--- config.mk ---
export PLATFORM = sky130hd
export DESIGN_NAME = gated_delay_pipe_flat
export DESIGN_NICKNAME = d
export VERILOG_FILES = /design/src/rtl/gated_delay_pipe_if.sv /design/src/rtl/gated_delay_pipe.sv /design/src/flat_wrapper.sv
export SDC_FILE = /design/constraint.sdc
export NUM_CORES = 1
export LEC_CHECK = 0
export ABC_AREA = 1
export CAP_MARGIN = 10
export CORE_MARGIN = 3
export CORE_UTILIZATION = 45
export CTS_BUF_LIST = sky130_fd_sc_hd__clkbuf_16
export DETAILED_ROUTE_END_ITERATION = 8
export PLACE_DENSITY = 0.74
export SLEW_MARGIN = 20
export SYNTH_ARGS = -nofsm -noshare
export SYNTH_HDL_FRONTEND = slang
export SYNTH_SLANG_ARGS = --single-unit
export TNS_END_PERCENT = 20
--- constraint.sdc ---
create_clock -name CLK -period 1.5 [get_ports CLK]
set_clock_uncertainty 0.1 [all_clocks]
set_input_delay 0.3 -clock CLK [delete_from_list [all_inputs] [get_ports CLK]]
set_output_delay 0.3 -clock CLK [all_outputs]
set_load 0.02 [all_outputs]
--- src/rtl/gated_delay_pipe_if.sv ---
// Bundles the gated delay pipe's data, control and status signals.
// The bench drives through the master side; the pipe sits on the slave side.
interface gated_delay_pipe_if #(
  parameter int WIDTH = 4,
  parameter int CNT_W = 4
);
  logic             en;
  logic [WIDTH-1:0] a;
  logic [WIDTH-1:0] b;
  logic [WIDTH-1:0] aux;
  logic             mode;
  logic             clr;
  logic [WIDTH-1:0] q;
  logic             q_valid;
  logic             hit;
  logic [CNT_W-1:0] hit_cnt;

  modport master (
    output en, a, b, aux, mode, clr,
    input  q, q_valid, hit, hit_cnt
  );

  modport slave (
    input  en, a, b, aux, mode, clr,
    output q, q_valid, hit, hit_cnt
  );
endinterface

--- src/rtl/gated_delay_pipe.sv ---
// Multi-lane gated flop chain: (a & b) | delayed aux feeds an enable-gated pipe,
// with an optional sticky first stage and a saturating consecutive-activity trigger.
module gated_delay_pipe #(
  parameter int WIDTH     = 4,
  parameter int DEPTH     = 2,
  parameter int AUX_DEPTH = 2,
  parameter int CNT_W     = 4,
  parameter int THRESH    = 8
) (
  input  logic             CLK,
  input  logic             RSTB,
  gated_delay_pipe_if.slave io_bus
);

  localparam logic [CNT_W-1:0] CNT_MAX  = '1;
  localparam logic [CNT_W-1:0] THRESH_C = CNT_W'(THRESH);

  logic [WIDTH-1:0] r_aux  [AUX_DEPTH];
  logic [WIDTH-1:0] r_pipe [DEPTH];
  logic [DEPTH-1:0] r_valid;
  logic [CNT_W-1:0] r_hit_cnt;
  logic             r_hit;

  logic [WIDTH-1:0] w_aux_d;
  logic [WIDTH-1:0] w_gate;
  logic [WIDTH-1:0] w_stage0_next;
  logic             w_active;
  logic [CNT_W-1:0] w_cnt_next;
  logic             w_hit_next;

  // The aux chain free-runs: neither en, mode nor clr touches it.
  always_ff @(posedge CLK or negedge RSTB) begin
    if (!RSTB) begin
      for (int i = 0; i < AUX_DEPTH; i++) r_aux[i] <= '0;
    end else begin
      r_aux[0] <= io_bus.aux;
      for (int i = 1; i < AUX_DEPTH; i++) r_aux[i] <= r_aux[i-1];
    end
  end

  assign w_aux_d       = r_aux[AUX_DEPTH-1];
  assign w_gate        = (io_bus.a & io_bus.b) | w_aux_d;
  assign w_stage0_next = io_bus.mode ? (r_pipe[0] | w_gate) : w_gate;

  always_ff @(posedge CLK or negedge RSTB) begin
    if (!RSTB) begin
      for (int i = 0; i < DEPTH; i++) r_pipe[i] <= '0;
    end else if (io_bus.clr) begin
      for (int i = 0; i < DEPTH; i++) r_pipe[i] <= '0;
    end else if (io_bus.en) begin
      r_pipe[0] <= w_stage0_next;
      for (int i = 1; i < DEPTH; i++) r_pipe[i] <= r_pipe[i-1];
    end
  end

  always_ff @(posedge CLK or negedge RSTB) begin
    if (!RSTB) begin
      r_valid <= '0;
    end else if (io_bus.clr) begin
      r_valid <= '0;
    end else if (io_bus.en) begin
      r_valid[0] <= 1'b1;
      for (int i = 1; i < DEPTH; i++) r_valid[i] <= r_valid[i-1];
    end
  end

  // Only the a&b term counts as activity; aux never advances the trigger.
  assign w_active = io_bus.en & (|(io_bus.a & io_bus.b));

  always_comb begin
    w_cnt_next = r_hit_cnt;
    w_hit_next = r_hit;
    if (io_bus.clr) begin
      w_cnt_next = '0;
      w_hit_next = 1'b0;
    end else begin
      if (io_bus.en) begin
        if (w_active) begin
          w_cnt_next = (r_hit_cnt == CNT_MAX) ? CNT_MAX : r_hit_cnt + 1'b1;
        end else begin
          w_cnt_next = '0;
        end
      end
      if (w_cnt_next >= THRESH_C) w_hit_next = 1'b1;
    end
  end

  always_ff @(posedge CLK or negedge RSTB) begin
    if (!RSTB) begin
      r_hit_cnt <= '0;
      r_hit     <= 1'b0;
    end else begin
      r_hit_cnt <= w_cnt_next;
      r_hit     <= w_hit_next;
    end
  end

  assign io_bus.q       = r_pipe[DEPTH-1];
  assign io_bus.q_valid = r_valid[DEPTH-1];
  assign io_bus.hit     = r_hit;
  assign io_bus.hit_cnt = r_hit_cnt;

endmodule
--- src/flat_wrapper.sv ---
// flat-port wrapper written by rule: the top's interface ports become plain ports
module gated_delay_pipe_flat 
#(
  parameter int WIDTH     = 4,
  parameter int DEPTH     = 2,
  parameter int AUX_DEPTH = 2,
  parameter int CNT_W     = 4,
  parameter int THRESH    = 8
)
  (CLK, RSTB, io_bus_en, io_bus_a, io_bus_b, io_bus_aux, io_bus_mode, io_bus_clr, io_bus_q, io_bus_q_valid, io_bus_hit, io_bus_hit_cnt);
  gated_delay_pipe_if #(.WIDTH(WIDTH), .CNT_W(CNT_W)) io_bus_i ();
  input  logic CLK;
  input  logic RSTB;
  input wire logic [$bits(io_bus_i.en)-1:0] io_bus_en;
  input wire logic [$bits(io_bus_i.a)-1:0] io_bus_a;
  input wire logic [$bits(io_bus_i.b)-1:0] io_bus_b;
  input wire logic [$bits(io_bus_i.aux)-1:0] io_bus_aux;
  input wire logic [$bits(io_bus_i.mode)-1:0] io_bus_mode;
  input wire logic [$bits(io_bus_i.clr)-1:0] io_bus_clr;
  output wire logic [$bits(io_bus_i.q)-1:0] io_bus_q;
  output wire logic [$bits(io_bus_i.q_valid)-1:0] io_bus_q_valid;
  output wire logic [$bits(io_bus_i.hit)-1:0] io_bus_hit;
  output wire logic [$bits(io_bus_i.hit_cnt)-1:0] io_bus_hit_cnt;
  assign io_bus_i.en = io_bus_en;
  assign io_bus_i.a = io_bus_a;
  assign io_bus_i.b = io_bus_b;
  assign io_bus_i.aux = io_bus_aux;
  assign io_bus_i.mode = io_bus_mode;
  assign io_bus_i.clr = io_bus_clr;
  assign io_bus_q = io_bus_i.q;
  assign io_bus_q_valid = io_bus_i.q_valid;
  assign io_bus_hit = io_bus_i.hit;
  assign io_bus_hit_cnt = io_bus_i.hit_cnt;
  gated_delay_pipe #(.WIDTH(WIDTH), .DEPTH(DEPTH), .AUX_DEPTH(AUX_DEPTH), .CNT_W(CNT_W), .THRESH(THRESH)) u_core (.CLK(CLK), .RSTB(RSTB), .io_bus(io_bus_i));
endmodule
==> results.sh <==
export IMPL_critPathArrivalTime_ns=1.02
export IMPL_worstSetupStartpointType="flip-flop"
export IMPL_path_depth=1
export IMPL_dieWidth_um=51.1
export IMPL_n_antenna_cell=0
export IMPL_path_cells="dlygate4sd2_1"
export IMPL_grt_max_degree=24
export IMPL_cp_end_kind="output port"
export IMPL_via_per_inst=5.01
export IMPL_grt_pass1_wl_mm=3.34
export IMPL_io_buffers=26
export IMPL_rsz0062_at_grt="no"
export IMPL_syn_area_um2=917
export IMPL_nets=148
export IMPL_placed_cells=150
export IMPL_hold_depth=0
export IMPL_period_share=0.944
export IMPL_grt_pass1_vias=797
export IMPL_syn_to_final_growth_pct=41.3
export IMPL_wl_mm=2.08
export IMPL_vias=771
export IMPL_cts_buffers=3
export IMPL_r2r_cells=8
export IMPL_globalplace_congestion=0.804
export IMPL_post_cts_buffers=0
export IMPL_insertion_delay_ns=0.25
export IMPL_initial_core_util=0.504
export IMPL_p_leak_uw=0.000685
export IMPL_fin_crit_ns=1.42
export IMPL_critPathRequiredTime_ns=1.10
export IMPL_worst_pin_slew_ns=0.295
export IMPL_final_util=0.712
export IMPL_ant_nets=0
export IMPL_crit_buf_inv=1
export IMPL_clock_sinks=23
export IMPL_slowest_delay_ns=0.41
export IMPL_die_h_um=51.1
export IMPL_hold_class="reg -> reg"
export IMPL_dp_hpwl_mm=1.46
export IMPL_first_pass_iters=4
export IMPL_slew_headroom=0.802
export IMPL_gr_total_overflow=0
export IMPL_clk_path_buf_depth=2
export IMPL_crit_slowest_cell="dfrtp_1"
export IMPL_die_area_um2=2620
export IMPL_seq_area_frac_synth=0.628
export IMPL_drc=0
export IMPL_synth_seq_cells=23
export IMPL_critical_path_top_delay_family="flip-flops"
export IMPL_path_class="reg -> out"
export IMPL_synth_nets=114
export IMPL_cts_clk_slew_worst_paths_ns=0.06
export IMPL_layout_cells_non_filler=154
export IMPL_vdd_drop_max_mv=1.04
export IMPL_max_cap_violations=0
export IMPL_cts_htree_levels=1
export IMPL_hold_viol_final=0
export IMPL_max_clock_freq_mhz=706
export IMPL_setup_viol=0
export IMPL_drt_iter0_markers=11
export IMPL_ctsRootBufferMaster="clkbuf_16"
export IMPL_fp_row_count=15
export IMPL_wl_per_cell_um=13.5
export IMPL_ys_types=15
export IMPL_grt_use_total=0.179
export IMPL_avgSynthCellArea_um2=9.55
export IMPL_drive_above_1_share=0.132
export IMPL_cts_tree="done"
export IMPL_power_density_nw_per_um2=1070
export IMPL_critPathMaxFanout=4
export IMPL_ys_warn_count=0
export IMPL_status="completed"
export IMPL_syn_inst=96
export IMPL_slew_violations=0
export IMPL_pin_count=27
export IMPL_coreArea_um2=1820
export IMPL_antenna_found_initial=0
[cell families after synthesis]
logic type | share of synthesized area
AOI/OAI and AO/OA | 0.0928
adders and majority gates | 0.0136
buffers and inverters | 0.0859
DFF | 0.628
and+or+nand+nor | 0.180
[power breakdown]
part / internal, uW / total [uW] / switching (uW)
logic: 78.2 / 160 / 82.3
registers: 653 / 665 / 12.6
clock network: 355 / 558 / 202
[what timing repair did]
item	CTS	global route
gates resized for setup	10	1
hold buffers	0	0
endpoints found under the setup margin	10	1
[sequential cells by signal, summed over array words and instances (netlist names)]
signal                 cells
u_core.io_bus.hit_cnt      4
u_core.io_bus.q            4
u_core.r_aux               4
u_core.r_pipe              4
u_core.w_aux_d             4
u_core.r_valid             2
u_core.io_bus.hit          1
[cell usage in the layout (no fill, tap or decap)]
cell	Yosys	final
o21ai_1	7	7
nand3_1	1	1
nand2_2	2	3
inv_2	1	1
nor2_1	5	5
nor2_2	2	2
ha_1	1	1
o22ai_1	4	4
inv_1	9	10
clkbuf_16	0	3
clkdlybuf4s50_1	0	16
buf_4	4	8
dlygate4sd2_1	0	10
o21ai_0	1	1
a21oi_1	4	4
dfrtp_1	23	23
nand2_1	31	30
[final cells by class]
class	count	area, um^2
clock buffers	3	75.1
multi-input cells	58	265
repair buffers	34	308
flip-flops and latches	23	576
fillers	149	524
inverters	10	37.5
well taps	25	31.3
clock inverters	1	3.75
[per-stage QoR]
stage | setup WS [ns] | power (uW) | setup TNS (ns) | cell area (um^2) | hold WS, ns
floorplan | 0.195 | 745 | 0 | 917 | -0.0956
global placement | 0.0253 | 837 | 0 | 1230 | 0.231
detailed placement | -0.00511 | 843 | -0.00657 | 1230 | 0.236
CTS | 0.0746 | 1400 | 0 | 1290 | 0.249
global route | 0.00843 | 1450 | 0 | 1300 | 0.269
finish | 0.0837 | 1380 | 0 | 1300 | 0.248
[cell usage after synthesis]
| library cell | number | share of area |
|---|---|---|
| nand2_1 | 31 | 0.13 |
| dfrtp_1 | 23 | 0.63 |
| inv_1 | 9 | 0.037 |
| o21ai_1 | 7 | 0.038 |
| nor2_1 | 5 | 0.020 |
| a21oi_1 | 4 | 0.022 |
| buf_4 | 4 | 0.033 |
| o22ai_1 | 4 | 0.027 |
| nand2_2 | 2 | 0.014 |
| nor2_2 | 2 | 0.014 |
| buf_6 | 1 | 0.012 |
| ha_1 | 1 | 0.014 |
| inv_2 | 1 | 0.0041 |
| nand3_1 | 1 | 0.0055 |
| o21ai_0 | 1 | 0.0055 |
[worst paths after layout]
check	startpoint	to	slack [ns]
max	u_core.io_bus.hit_cnt[1]$_DFF_PN0_	io_bus_hit_cnt[1]	0.08
min	u_core.r_aux[7]$_DFF_PN0_	u_core.w_aux_d[3]$_DFF_PN0_	0.25
max reg2reg	u_core.io_bus.hit_cnt[0]$_DFF_PN0_	u_core.io_bus.hit$_DFFE_PN0P_	0.10
min reg2reg	u_core.r_aux[7]$_DFF_PN0_	u_core.w_aux_d[3]$_DFF_PN0_	0.25
max in group asynchronous	RSTB	u_core.r_valid[1]$_DFFE_PN0P_	0.77
min in group asynchronous	RSTB	u_core.io_bus.hit_cnt[0]$_DFF_PN0_	0.30
[metal layers]
metal	up-vias	track usage	share of wire
met4	0	0.126	0.047
li1	364	-	-
met5	-	0	0
met1	363	0.180	0.37
met2	32	0.309	0.54
met3	12	0.0583	0.044
No activity file was read; power rests on OpenSTA's default activity.
